[config.mk]
export PLATFORM = sky130hd
export DESIGN_NAME = inverse_substitution_box_generator
export DESIGN_NICKNAME = d
export VERILOG_FILES = /design/src/rtl/mars_sbox_pkg.sv /design/src/rtl/inverse_sbox_ram.sv /design/src/rtl/inverse_substitution_box_generator.sv
export SDC_FILE = /design/constraint.sdc
export NUM_CORES = 2
export LEC_CHECK = 0
export ABC_AREA = 1
export CORE_ASPECT_RATIO = 1.4
export CORE_MARGIN = 4
export CORE_UTILIZATION = 31
export DETAILED_ROUTE_END_ITERATION = 16
export PLACE_DENSITY_LB_ADDON = 0.12
export REMOVE_ABC_BUFFERS = 1
export SYNTH_ARGS = -nofsm -noshare
export SYNTH_HDL_FRONTEND = slang
export SYNTH_HIERARCHICAL = 1
export SYNTH_SLANG_ARGS = --single-unit
export TNS_END_PERCENT = 10
[constraint.sdc]
create_clock -name clk -period 7.5 [get_ports clk]
set_input_delay 1.875 -clock clk [delete_from_list [all_inputs] [get_ports clk]]
set_output_delay 1.875 -clock clk [all_outputs]
set_load 0.05 [all_outputs]
[src/rtl/mars_sbox_pkg.sv]
// rtl/mars_sbox_pkg.sv - shared S-box widths, byte type and inverse-generator states
package mars_sbox_pkg;

  localparam int SBOX_DATA_W  = 8;
  localparam int SBOX_ENTRIES = 256;

  typedef logic [SBOX_DATA_W-1:0] sbox_byte_t;

  typedef enum logic [1:0] {
    IDLE  = 2'd0,
    LOAD  = 2'd1,
    DONE  = 2'd2,
    ERROR = 2'd3
  } inv_sbox_state_t;

endpackage

[src/rtl/inverse_sbox_ram.sv]
// rtl/inverse_sbox_ram.sv - inverse table storage, one sync write port, one registered read port
module inverse_sbox_ram
  import mars_sbox_pkg::*;
#(
  parameter int DATA_W  = SBOX_DATA_W,
  parameter int ENTRIES = SBOX_ENTRIES
) (
  input  logic              clk,
  input  logic              reset,
  input  logic              wr_en_i,
  input  logic [DATA_W-1:0] wr_addr_i,
  input  logic [DATA_W-1:0] wr_data_i,
  input  logic              rd_en_i,
  input  logic [DATA_W-1:0] rd_addr_i,
  output logic [DATA_W-1:0] rd_data_o
);

  // Table contents are never reset; only the read register is.
  logic [DATA_W-1:0] mem_q [ENTRIES];
  logic [DATA_W-1:0] rd_data_q;

  // Write port: plain synchronous write, no reset on the array.
  always_ff @(posedge clk) begin
    if (wr_en_i) begin
      mem_q[wr_addr_i] <= wr_data_i;
    end
  end

  // Read register: captures on a read request, otherwise holds its last value.
  always_ff @(posedge clk) begin
    if (reset) begin
      rd_data_q <= '0;
    end else if (rd_en_i) begin
      rd_data_q <= mem_q[rd_addr_i];
    end
  end

  assign rd_data_o = rd_data_q;

endmodule

[src/rtl/inverse_substitution_box_generator.sv]
// rtl/inverse_substitution_box_generator.sv - builds inv[sbox[i]]=i from a streamed forward box, checks bijection, serves lookups
module inverse_substitution_box_generator
  import mars_sbox_pkg::*;
#(
  parameter int DATA_W  = SBOX_DATA_W,
  parameter int ENTRIES = SBOX_ENTRIES
) (
  input  logic              clk,
  input  logic              reset,
  input  logic              start,
  input  logic              enable_bar,
  input  logic              sbox_valid,
  input  logic [DATA_W-1:0] sbox_value,
  output logic              ready,
  output logic              error,
  output logic [DATA_W:0]   load_count,
  input  logic              lookup_valid,
  input  logic [DATA_W-1:0] lookup_byte,
  output logic              result_valid,
  output logic [DATA_W-1:0] result_byte
);

  localparam logic [DATA_W:0] LAST_INDEX = (DATA_W+1)'(ENTRIES - 1);

  inv_sbox_state_t   state_q;
  logic [DATA_W:0]   load_count_q;
  logic [DATA_W:0]   load_count_d;
  logic [ENTRIES-1:0] seen_q;
  logic              ready_q;
  logic              error_q;
  logic              result_valid_q;

  logic accept;
  logic duplicate;
  logic ram_wr_en;
  logic lookup_accept;

  // Qualify load and lookup requests; start wins over both in the same cycle.
  always_comb begin
    accept        = (state_q == LOAD) && sbox_valid && !enable_bar && !start && !reset;
    duplicate     = seen_q[sbox_value];
    ram_wr_en     = accept && !duplicate;
    lookup_accept = (state_q == DONE) && lookup_valid && !start && !reset;
    load_count_d  = load_count_q + 1'b1;
  end

  // Control FSM with registered status outputs; a full seen bitmap means the box is a bijection.
  always_ff @(posedge clk) begin
    if (reset) begin
      state_q        <= IDLE;
      load_count_q   <= '0;
      seen_q         <= '0;
      ready_q        <= 1'b0;
      error_q        <= 1'b0;
      result_valid_q <= 1'b0;
    end else if (start) begin
      state_q        <= LOAD;
      load_count_q   <= '0;
      seen_q         <= '0;
      ready_q        <= 1'b0;
      error_q        <= 1'b0;
      result_valid_q <= 1'b0;
    end else begin
      case (state_q)
        IDLE: begin
          result_valid_q <= 1'b0;
        end
        LOAD: begin
          result_valid_q <= 1'b0;
          if (accept) begin
            load_count_q <= load_count_d;
            if (duplicate) begin
              state_q <= ERROR;
              error_q <= 1'b1;
            end else begin
              seen_q[sbox_value] <= 1'b1;
              if (load_count_q == LAST_INDEX) begin
                state_q <= DONE;
                ready_q <= 1'b1;
              end
            end
          end
        end
        DONE: begin
          result_valid_q <= lookup_valid;
        end
        ERROR: begin
          ready_q        <= 1'b0;
          error_q        <= 1'b1;
          result_valid_q <= 1'b0;
        end
        default: begin
          state_q        <= IDLE;
          result_valid_q <= 1'b0;
        end
      endcase
    end
  end

  inverse_sbox_ram #(
    .DATA_W  (DATA_W),
    .ENTRIES (ENTRIES)
  ) u_ram (
    .clk       (clk),
    .reset     (reset),
    .wr_en_i   (ram_wr_en),
    .wr_addr_i (sbox_value),
    .wr_data_i (load_count_q[DATA_W-1:0]),
    .rd_en_i   (lookup_accept),
    .rd_addr_i (lookup_byte),
    .rd_data_o (result_byte)
  );

  assign ready        = ready_q;
  assign error        = error_q;
  assign load_count   = load_count_q;
  assign result_valid = result_valid_q;

endmodule

==> impl_results.md <==
* Slowest cell on the critical path: nor2_1
* Sequential cell area at 67090 um^2
* Data required time of the critical path at 8.02 ns
* Count of routing violations after the opening detailed-route iteration at 5523
* Aggregate global-route resource usage at 19.75%
* Starting Density at 31.14%
* Maxcap violations at 0
* Average cell area after synthesis at 10.54 um^2
* Unrepaired setup endpoints after global routing: no
* Reg-to-reg setup timing slack at 3.42 ns
* Drt first pass iters at 6
* DP HPWL at 195100 um
* Root buffer cell: clkbuf_16
* WL/cell at 24.28 um
* Worst path bufs/invs at 4
* Core area at 313200 um^2
* Number of clock buffers inserted by TritonCTS at 240
* Synthesis-stage register bit count at 2326
* Capture point of the critical path: u_ram/mem_q[95][0]
* Post-CTS setup buffer count at 0
* Worst reg2reg path startpoint: seen_q[177]
* Post-CTS resize count at 0
* TritonCTS sink count at 2326
* PwrDens at 247.4 nW/um^2
* Critical path type: primary input to register
* Maximum achievable frequency at 171.1 MHz
* Arrival time of the worst setup path at 6.37 ns
* Remaining global-route overflow at 0
* Peak supply drop at 196.2 uV
* Proportion of total power due to net switching at 22.67%
* Clock skew after layout at 0.1153 ns
* Combinational share of power at 4.9%
* Crit start category: primary input
* Crit path time final at 5.845 ns
* Rel. slew slack at 10.96%
* Number of global-route vias before repair at 67550
* Area of combinational cells with multiple inputs at 25850 um^2
* Number of I/O port buffers at 41
* Worst-Skew Late Latency at 0.93 ns
* Share of final-layout standard cells stronger than drive strength 1 at 7.689%
* Largest net degree at the start of global routing at 220
* Final RePlAce weighted congestion at 0.8483
* Number of filler cells placed in the layout at 31480
* Run status: completed
* Number of max-slew violations in the final report at 0
* Source of the worst hold timing path: ready
* Worst min-delay path class: register to register
* Total via count in the routed design at 67800
* Maximum fanout along the worst path at 48
* Ratio of routed vias to standard cells at 5.011
* Number of hold-slack violations in the final timing report at 0
* Antenna violations before repair at 11
* Standard-cell row count at 243
* Count of unresolved DRC violations after routing at 0
* Yosys warning count at 6
* Clock slew seen by the registers of the worst setup and hold paths at 0.07 ns
* Wire length of the first global-routing pass at 475700 um
* Static leakage power at 0.03804 uW
* Setup violation total in the final timing report at 0
* EDFF count, synth at 2048
* Gate count of the mapped netlist at 9256
* R2r worst-path depth at 16
* Power after layout at 27260 uW
* Share of the yosys chip area belonging to registers at 68.76%
* Worst Setup End Kind: register
* Worst hold margin at 0.4449 ns
* Post-detailed-route count of antenna-violating nets at 0
* Asr flop ratio synth at 0%
* Cell repeated most along the worst path: nand2_1
* Top FF cell, synth: edfxtp_1
* Count of distinct cell types in the synthesized netlist at 26
* I/O pin total at 42
* Crit Reg-Reg Endpoint: u_ram/mem_q[95][0]
* Total wire length after detailed routing at 328600 um
* # nets final at 9192
* Total internal power at 21080 uW
* CP Depth at 17
* Final worst path period share at 77.94%
* CTS tree: built
* Worst-case clock buffer depth at 4
* Die area at 323800 um^2
* Total number of H-tree levels at 4
* Chip width at 482.1 um
* Cells traversed along the worst timing path: buf_4 -> inv_2 -> buf_4 -> nand2_1 -> nand2_1 -> nand2_1 -> nand2_1 -> nor2_1 -> nor2_1 -> nor2_1 -> nand2_1 -> nand2_1 -> nand2_2 -> nor3_2 -> buf_4 -> nand2_2 -> nor2_1
* Vert. Die Dim at 671.7 um
* CTS Hold Buffers Added at 0
* Family with the most delay on the worst path: simple AND/OR/NAND/NOR gates
* Clock share of power at 44.2%
* Worst Setup SP: sbox_value[1]
* Post-synthesis instance area at 97530 um^2
* Critical path's largest stage delay at 0.90 ns
* Sequential Power Share at 50.9%
* Switching power at 6181 uW
* Area growth from synthesis to layout at 12.99%
* Transition at the pin with the smallest max-transition slack at 1.336 ns
-- how the worst min path moves through the flow --
stage                              to  slack (ns)  cells past startpoint
after global routing       seen_q[18]        0.46                      2
after floorplan           seen_q[138]        0.43                      2
after CTS                       ready        0.45                      2
final                           ready        0.44                      2
after detailed placement        ready        0.44                      2
after global placement     seen_q[57]        0.44                      2
-- cell type report --
type	instances	area share, %
Sequential cell	2326	60.88
Timing Repair Buffer	322	2.668
Tap cell	4165	4.729
Clock buffer	290	5.769
Clock inverter	148	1.303
Multi-Input combinational cell	5944	23.46
Inverter	334	1.184
Antenna cell	2	0.004541
-- logic make-up after synthesis --
family	Yosys count	synth area share, %
adder cells (fa/ha/maj)	2	0.02565
AO/OA/AOI/OAI	370	1.906
flip-flops	2326	68.76
buffers and inverters	986	4.784
AND/OR/NAND/NOR	5572	24.52
-- through the flow --
stage / setup WS [ns] / setup TNS, ns / util, % / instance area [um^2] / cells
after floorplan: -0.1487 / -1.100 / - / 94120 / 8604
after global placement: 0.7762 / 0 / 32.70 / 102400 / 13090
after detailed placement: 0.7445 / 0 / 32.70 / 102400 / 13090
after CTS: 1.737 / 0 / 35.19 / 110200 / 13530
after global routing: 1.520 / 0 / 35.19 / 110200 / 13530
final: 1.655 / 0 / 35.19 / 110200 / 13530
-- worst reg2reg max path, delay by kind of cell, from the launching register on --
kind | cells | cell delay, ns
AND/OR/NAND/NOR | 14 | 2.98
buffers and inverters | 1 | 0.35
flip-flops | 1 | 0.31
AO/OA/AOI/OAI | 1 | 0.08
-- synth_stat cells, types with 4 or more instances --
library cell  instances  area (um^2)
a21oi_1             267         1336
buf_1                49        183.9
buf_2               298         1491
buf_4                50        375.4
buf_6                46        518.0
buf_8                 5        75.07
clkbuf_1            204        765.7
dfxtp_1             278         5565
edfxtp_1           2048        61500
inv_1               327         1227
inv_2                 6        22.52
nand2_1            2657         9973
nand3_1            2268        11350
nand3_2              20        200.2
nor2_1              615         2308
nor3_1                4        20.02
o21ai_0              52        260.3
o21ai_1              49        245.2
-- registers in the layout, summed over array words and instances, names as in the netlist --
register         flops
error                1
load_count           9
ready                1
result_valid         1
seen_q             256
state_q              2
u_ram/mem_q       2048
u_ram/rd_data_o      8
-- layout by cell type (no fill, tap or decap), drive strengths merged --
master / instances
edfxtp: 2048
clkinv: 102
diode: 2
ha: 2
dfxtp: 278
nand2: 2659
a21oi: 269
o21ai: 101
nor4: 2
inv: 340
bufinv: 26
clkdlybuf4s50: 33
clkinvlp: 14
buf: 289
nand4: 2
nor3: 4
clkbuf: 290
nand3: 2288
nor2: 616
nor3b: 1
-- power by group through the flow --
stage | registers [uW] | clock network [uW] | logic (uW)
final | 13900 | 12100 | 1340
after CTS | 13900 | 12400 | 1350
after floorplan | 14200 | 0 | 702
after global placement | 14100 | 0 | 1360
after detailed placement | 14100 | 0 | 1350
after global routing | 13900 | 12900 | 1450
-- routing by layer --
metal / GRT usage (%) / routed length (um) / up-vias / share of wire, %
li1: - / - / 31670 / -
met1: 24.55 / 133200 / 33810 / 41
met2: 34.97 / 167000 / 1786 / 51
met3: 2.286 / 14570 / 536 / 4.4
met4: 7.533 / 13820 / 0 / 4.2
met5: 0 / 0 / - / 0
Note: power is estimated with default switching activity, not from simulation.
